### config.mk
export PLATFORM = sky130hd
export DESIGN_NAME = sdfp_integrator_chain_flat
export DESIGN_NICKNAME = d
export VERILOG_FILES = /design/src/rtl/sdfp_integrator_chain_if.sv /design/src/rtl/sdfp_integrator_chain.sv /design/src/flat_wrapper.sv
export SDC_FILE = /design/constraint.sdc
export NUM_CORES = 1
export LEC_CHECK = 0
export ABC_CLOCK_PERIOD_IN_PS = 5700
export BUFFER_PORTS_ARGS = -buffer_cell sky130_fd_sc_hd__buf_4
export CAP_MARGIN = 20
export CORE_ASPECT_RATIO = 0.9
export CORE_UTILIZATION = 45
export CTS_CLUSTER_SIZE = 16
export DETAILED_ROUTE_END_ITERATION = 6
export PLACE_DENSITY = 0.61
export SLEW_MARGIN = 20
export SYNTH_ARGS = -nofsm -noshare
export SYNTH_HDL_FRONTEND = slang
export SYNTH_SLANG_ARGS = --single-unit
### constraint.sdc
create_clock -name clk_i -period 5.7 [get_ports clk_i]
set_clock_uncertainty 0.05 [all_clocks]
set_input_delay 0.855 -clock clk_i [delete_from_list [all_inputs] [get_ports clk_i]]
set_output_delay 0.855 -clock clk_i [all_outputs]
set_load 0.005 [all_outputs]
### src/rtl/sdfp_integrator_chain_if.sv
// rtl/sdfp_integrator_chain_if.sv - sample/feedback bus of the SDFP loop-filter integrator chain
// The driver side is the master; the integrator chain is the slave.
interface sdfp_integrator_chain_if #(
  parameter int BW    = 24,
  parameter int ORDER = 4
);
  logic              in_valid;
  logic [BW-1:0]     in_data;
  logic [BW-1:0]     fb;
  logic              clear;
  logic              ovf_clr;
  logic              out_valid;
  logic [BW-1:0]     out_data;
  logic [ORDER-1:0]  ovf;

  modport master (
    output in_valid, in_data, fb, clear, ovf_clr,
    input  out_valid, out_data, ovf
  );

  modport slave (
    input  in_valid, in_data, fb, clear, ovf_clr,
    output out_valid, out_data, ovf
  );
endinterface

### src/rtl/sdfp_integrator_chain.sv
// rtl/sdfp_integrator_chain.sv - cascade of ORDER signed integrators with saturate/wrap and sticky overflow
// Every stage adds its predecessor's registered value and subtracts the shared quantiser feedback.
module sdfp_integrator_chain #(
  parameter int BW    = 24,
  parameter int ORDER = 4,
  parameter int SAT   = 1
) (
  input  logic                 clk_i,
  input  logic                 rst_ni,
  sdfp_integrator_chain_if.slave bus
);

  localparam int EW = BW + 2;
  localparam logic signed [EW-1:0] MAX_V = {3'b000, {(BW-1){1'b1}}};
  localparam logic signed [EW-1:0] MIN_V = {3'b111, {(BW-1){1'b0}}};

  logic [BW-1:0]          acc_q  [ORDER];
  logic [BW-1:0]          acc_d  [ORDER];
  logic [BW-1:0]          prev_w [ORDER];
  logic signed [EW-1:0]   sum_w  [ORDER];
  logic [ORDER-1:0]       hit_w;
  logic [ORDER-1:0]       ovf_q;
  logic                   out_valid_q;
  logic                   upd_w;

  function automatic logic signed [EW-1:0] sext(input logic [BW-1:0] x);
    return {{2{x[BW-1]}}, x};
  endfunction

  assign upd_w = bus.in_valid & ~bus.clear;

  always_comb begin
    hit_w = '0;
    prev_w[0] = bus.in_data;
    for (int k = 1; k < ORDER; k++) prev_w[k] = acc_q[k-1];
    for (int k = 0; k < ORDER; k++) begin
      // BW+2 bits hold the sum of three BW-bit operands exactly
      sum_w[k] = sext(acc_q[k]) + sext(prev_w[k]) - sext(bus.fb);
      hit_w[k] = (sum_w[k] > MAX_V) || (sum_w[k] < MIN_V);
      if ((SAT != 0) && (sum_w[k] > MAX_V)) begin
        acc_d[k] = MAX_V[BW-1:0];
      end else if ((SAT != 0) && (sum_w[k] < MIN_V)) begin
        acc_d[k] = MIN_V[BW-1:0];
      end else begin
        acc_d[k] = sum_w[k][BW-1:0];
      end
    end
  end

  always_ff @(posedge clk_i or negedge rst_ni) begin
    if (!rst_ni) begin
      for (int k = 0; k < ORDER; k++) acc_q[k] <= '0;
      ovf_q       <= '0;
      out_valid_q <= 1'b0;
    end else begin
      out_valid_q <= upd_w;
      if (bus.clear) begin
        for (int k = 0; k < ORDER; k++) acc_q[k] <= '0;
      end else if (bus.in_valid) begin
        for (int k = 0; k < ORDER; k++) acc_q[k] <= acc_d[k];
      end
      // a fresh overflow in the clearing cycle wins over ovf_clr
      ovf_q <= (bus.ovf_clr ? '0 : ovf_q) | (upd_w ? hit_w : '0);
    end
  end

  assign bus.out_valid = out_valid_q;
  assign bus.out_data  = acc_q[ORDER-1];
  assign bus.ovf       = ovf_q;

endmodule

### src/flat_wrapper.sv
// flat-port wrapper written by rule: the top's interface ports become plain ports
module sdfp_integrator_chain_flat 
#(
  parameter int BW    = 24,
  parameter int ORDER = 4,
  parameter int SAT   = 1
)
  (clk_i, rst_ni, bus_in_valid, bus_in_data, bus_fb, bus_clear, bus_ovf_clr, bus_out_valid, bus_out_data, bus_ovf);
  sdfp_integrator_chain_if #(.BW(BW), .ORDER(ORDER)) bus_i ();
  input  logic clk_i;
  input  logic rst_ni;
  input wire logic [$bits(bus_i.in_valid)-1:0] bus_in_valid;
  input wire logic [$bits(bus_i.in_data)-1:0] bus_in_data;
  input wire logic [$bits(bus_i.fb)-1:0] bus_fb;
  input wire logic [$bits(bus_i.clear)-1:0] bus_clear;
  input wire logic [$bits(bus_i.ovf_clr)-1:0] bus_ovf_clr;
  output wire logic [$bits(bus_i.out_valid)-1:0] bus_out_valid;
  output wire logic [$bits(bus_i.out_data)-1:0] bus_out_data;
  output wire logic [$bits(bus_i.ovf)-1:0] bus_ovf;
  assign bus_i.in_valid = bus_in_valid;
  assign bus_i.in_data = bus_in_data;
  assign bus_i.fb = bus_fb;
  assign bus_i.clear = bus_clear;
  assign bus_i.ovf_clr = bus_ovf_clr;
  assign bus_out_valid = bus_i.out_valid;
  assign bus_out_data = bus_i.out_data;
  assign bus_ovf = bus_i.ovf;
  sdfp_integrator_chain #(.BW(BW), .ORDER(ORDER), .SAT(SAT)) u_core (.clk_i(clk_i), .rst_ni(rst_ni), .bus(bus_i));
endmodule
After elaboration in Yosys (flattened, before gate mapping)
Cells that the tools add are included.

$add $sub $neg: 8. $lt $le $gt $ge: 8. Multiplexer cells: 12. Bitwise logic cells: 3. Reductions and logical operators: 5.

Operators with widths (count): two-way mux 24 bit (8); two-way mux 96 bit (2); greater-than comparator 26 x 24 -> 1 bit, second input constant (4); < comparator 26 x 24 -> 1 bit, second input constant (4); subtractor 25 x 24 -> 26 bit (4); adder 24 x 24 -> 25 bit (4); two-way mux 4 bit (2); logical OR 1 bit (4); bitwise OR 4 bit (1); nonzero test 2 bit (1); bitwise AND 1 bit (1); inverter 1 bit (1).

Register bits after elaboration: 101. Input bits: 53. Output and inout bits: 29. Word-level logic and storage cells: 42.

Longest topological paths before layout
Depth in word-level cells: 7. Depth in mapped cells: 17. Mapped depth without buffers: 15.

Worst setup path before layout
Ideal clock, no wire load.

Kind: input port to flip-flop. From: input port bus_fb[1]. To: register u_core.acc_q (netlist bit u_core.bus.out_data[4]). Setup time: 126 ps. Arrival time: 3861 ps. Data required time: 5524 ps. Path slack: 1663 ps. Stages: 13. Path buffers: 1. Path through: fa_1 -> inv_1 -> fa_1 -> a211oi_1 -> o21ai_1 -> a31o_2 -> a2111oi_4 -> o31ai_2 -> nor2_1 -> xnor2_1 -> a211oi_2 -> buf_4 -> a221o_1.

Word-level cells in the longest chain between the ends: 6. Elaborated cells between the ends (all ways): 7. Classes of those cells: add/sub: 1; order compare: 2; mux: 4.

RTL lines: from (decl) (line flat_wrapper.sv:14) `input wire logic [$bits(bus_i.fb)-1:0] bus_fb;`; subtractor 25 x 24 -> 26 bit (*) (line sdfp_integrator_chain.sv:38) `sum_w[k] = sext(acc_q[k]) + sext(prev_w[k]) - sext(bus.fb);`; < comparator 26 x 24 -> 1 bit (line sdfp_integrator_chain.sv:42) `end else if ((SAT != 0) && (sum_w[k] < MIN_V)) begin`; two-way mux 24 bit (line sdfp_integrator_chain.sv:42); two-way mux 24 bit (*) (line sdfp_integrator_chain.sv:40) `if ((SAT != 0) && (sum_w[k] > MAX_V)) begin`; two-way mux 96 bit (*) (line sdfp_integrator_chain.sv:59) `end else if (bus.in_valid) begin`; two-way mux 96 bit (*) (line sdfp_integrator_chain.sv:57) `if (bus.clear) begin`; to (decl) (line sdfp_integrator_chain.sv:17) `logic [BW-1:0] acc_q [ORDER];`.

Mark *: on every way between the ends. The rest lies on a longest branch, timed or not. The select of a mux whose other input is x is not followed. A chain may end at the register's enable or synchronous reset.

Final worst setup path
From: input port bus_fb[2]. To: register u_core.acc_q[75] in the netlist's numbering.

Same word-level chain as after synthesis.

==> flow_summary.ini <==
[synthesis]
syn_inst = 1406
seq_area_frac_synth = 0.2053
yosysTopAreaCell = dfrtp_1
synth.most_common_cell = inv_1
synth.area.top_cells = dfrtp_1 21%, fa_1 16%, ha_1 10%, inv_1 10%, a221o_1 6.9%
avgSynthCellArea_um2 = 8.758
syn_area_um2 = 12310
yosysTopAreaCellShare = 0.2053
synth_commonest_cells = 339 x inv_1, 103 x ha_1, 101 x dfrtp_1
ys_warn_count = 0
ys_ff_latch = 101
synthArstFlopShare = 1.000
ys_types = 87
syn_nets = 1658
synth_edf_count = 0
ys.flop_type = dfrtp_1

[clock_network]
hold_buffers = 0
cts-root-buf = clkbuf_16
clkLatencyLatePin_ns = 0.37
clk_pin_slew_ns = 0.07
cts_setup_buffers = 0
cts_tree = yes
ctsHtreeMaxLevel = 3
cts.sinks = 101
ctsResizeCount = 0
cts_buffers = 9
clk_path_buf_depth = 2

[drt]
vias = 9971
final_antenna_net_count = 0
vias_per_cell = 5.558
wl_per_cell_um = 18.73
drcViolationCount = 0
drt-pass1-iter-count = 5
wirelength_um = 33610
drtIter0Drc = 694

[timing]
max_freq_mhz = 213.8
worstMarginPinSlew_ns = 1.103
finalHoldViolations = 0
fin_crit_sh = 0.8204
period_minus_slack_ns = 4.676
relSlewSlack = 0.2644
grt_setup_unrepaired = false
setup_viol = 0
final_max_slew_viol_count = 0
tns_ns = 0
hold_ws_ns = 0.4629

[placed_design]
placed_cell_area_um2 = 12940
hpwlAfterDp_um = 26850
io_buffers = 81
routabilityCongestion = 0.9004

[global_route]
antenna_found_initial = 0
grt_pass1_wl_um = 53990
grt_pass1_vias = 9922
grt_overflow = 0
grt_max_degree = 90
gr-usage-all-layers = 0.2476

[floorplanning]
io_pins = 82
rows = 57
core_um2 = 26960
die_y_um = 158.9
die_area_um2 = 28030
die_width_um = 176.4
initial_core_util = 0.4567

[finish]
fin_util = 0.4934
syn_to_final_growth_pct = 8.028
regArea_um2 = 2527
drive_gt1_frac = 0.1035
n_fill_cell = 2677
diodes = 0
multiInputGateArea_um2 = 8035
final_nets = 1687
stdcell_area_um2 = 13300

[worst_hold_path]
hold_path_class = register to register
hp-start = u_core.acc_q[25]

[setup_path]
cp_slowest_cell = and2_1
cp_slowest_stage_delay_ns = 0.82
worstPathMaxFanout = 21
cp-end-kind = register
arrival_ns = 4.93
cp_common_cell = a21oi_1
worst_setup_path_start_kind = input pin
r2r_start = u_core.acc_q[74]
worst_ep_required_time_ns = 5.95
worst-path-buf-inv = 2
critPathLaunch = bus_fb[2]
critPathKind = input pin to register
crit_family = compound AO/OA/AOI/OAI gates
cp_cell_sequence = buf_4 > fa_1 > inv_1 > ha_1 > nor2b_1 > o31ai_1 > a21oi_1 > a21oi_1 > o21ai_1 > xnor2_1 > a221oi_2 > and2_1 > a221o_1

[flow_run]
maxCapViolations = 0

[run_status]
status = finished, final reports clean
-- metrics by stage --
stage	std cells	setup WS [ns]
CTS	1793	0.9616
floorplan	1406	1.663
finish	1794	1.024
detailed placement	1777	0.5971
global placement	1777	0.6236
global route	1794	0.7835
-- area by class of cell --
cell class                      count  area share
Sequential cell                   101      0.1900
Multi-Input combinational cell    895      0.6041
Timing Repair Buffer               89     0.05174
Clock inverter                      5    0.006208
Tap cell                          354     0.03330
Inverter                          339     0.09566
Clock buffer                       11     0.01900
-- registers in the layout, indices dropped and copies added (netlist names) --
signal and count:
u_core.bus.out_data 24, u_core.acc_q 72, u_core.bus.out_valid 1, u_core.bus.ovf 4
-- routing by layer --
metal / global-route usage / share of wire
met5: 0 / 0
met4: 0.06309 / 0.017
met3: 0.03855 / 0.047
met2: 0.3703 / 0.43
met1: 0.3708 / 0.50
-- cells by family (layout without fill, tap and decap cells) --
kind of cell | count (synthesis) | after routing | share of synthesized area
buf+inv | 410 | 444 | 0.1426
compound gates | 392 | 392 | 0.2407
simple gates | 216 | 216 | 0.08790
fa+ha+maj | 199 | 199 | 0.2607
flops | 101 | 101 | 0.2053
xor+xnor | 87 | 87 | 0.06188
mux | 1 | 1 | 0.0009145
-- cells in the final DEF (no fill, tap or decap), types with 4 or more instances in the layout --
cell       count
xnor2_1       62
dfrtp_1      101
and4_1         5
o21ai_1        5
nor2b_1        7
a21o_1        36
or2_2          5
a2111oi_0      4
nand3_1       25
o21bai_1       8
o21a_1        14
inv_1        339
and2_1         6
nor2_1        56
a221oi_1       4
nand2_1       49
a21oi_1       83
fa_1          96
a31o_2         4
nand4_1        9
a221o_1       85
and3_1         8
buf_4         88
a211oi_1      10
clkbuf_16      9
xor2_1        25
a22o_1         4
a31oi_1       17
o21ai_0       48
nor3_1        15
nand2b_1       9
o211ai_1       9
o41ai_1        4
ha_1         103
-- path summary, 6_finish.rpt --
kind	endpoint	slack [ns]	cells after the start
worst min-delay path	u_core.acc_q[25]	0.46	1
worst min register to register	u_core.acc_q[25]	0.46	1
worst max-delay path	u_core.acc_q[75]	1.02	13
min in group asynchronous	u_core.acc_q[76]	0.47	2
worst max register to register	u_core.acc_q[75]	1.26	13
max in group asynchronous	u_core.bus.out_valid	4.28	2
Power is left out: the tool's default activity adds up to more than one toggle a clock period on the data nets, which glitch-free logic cannot reach.
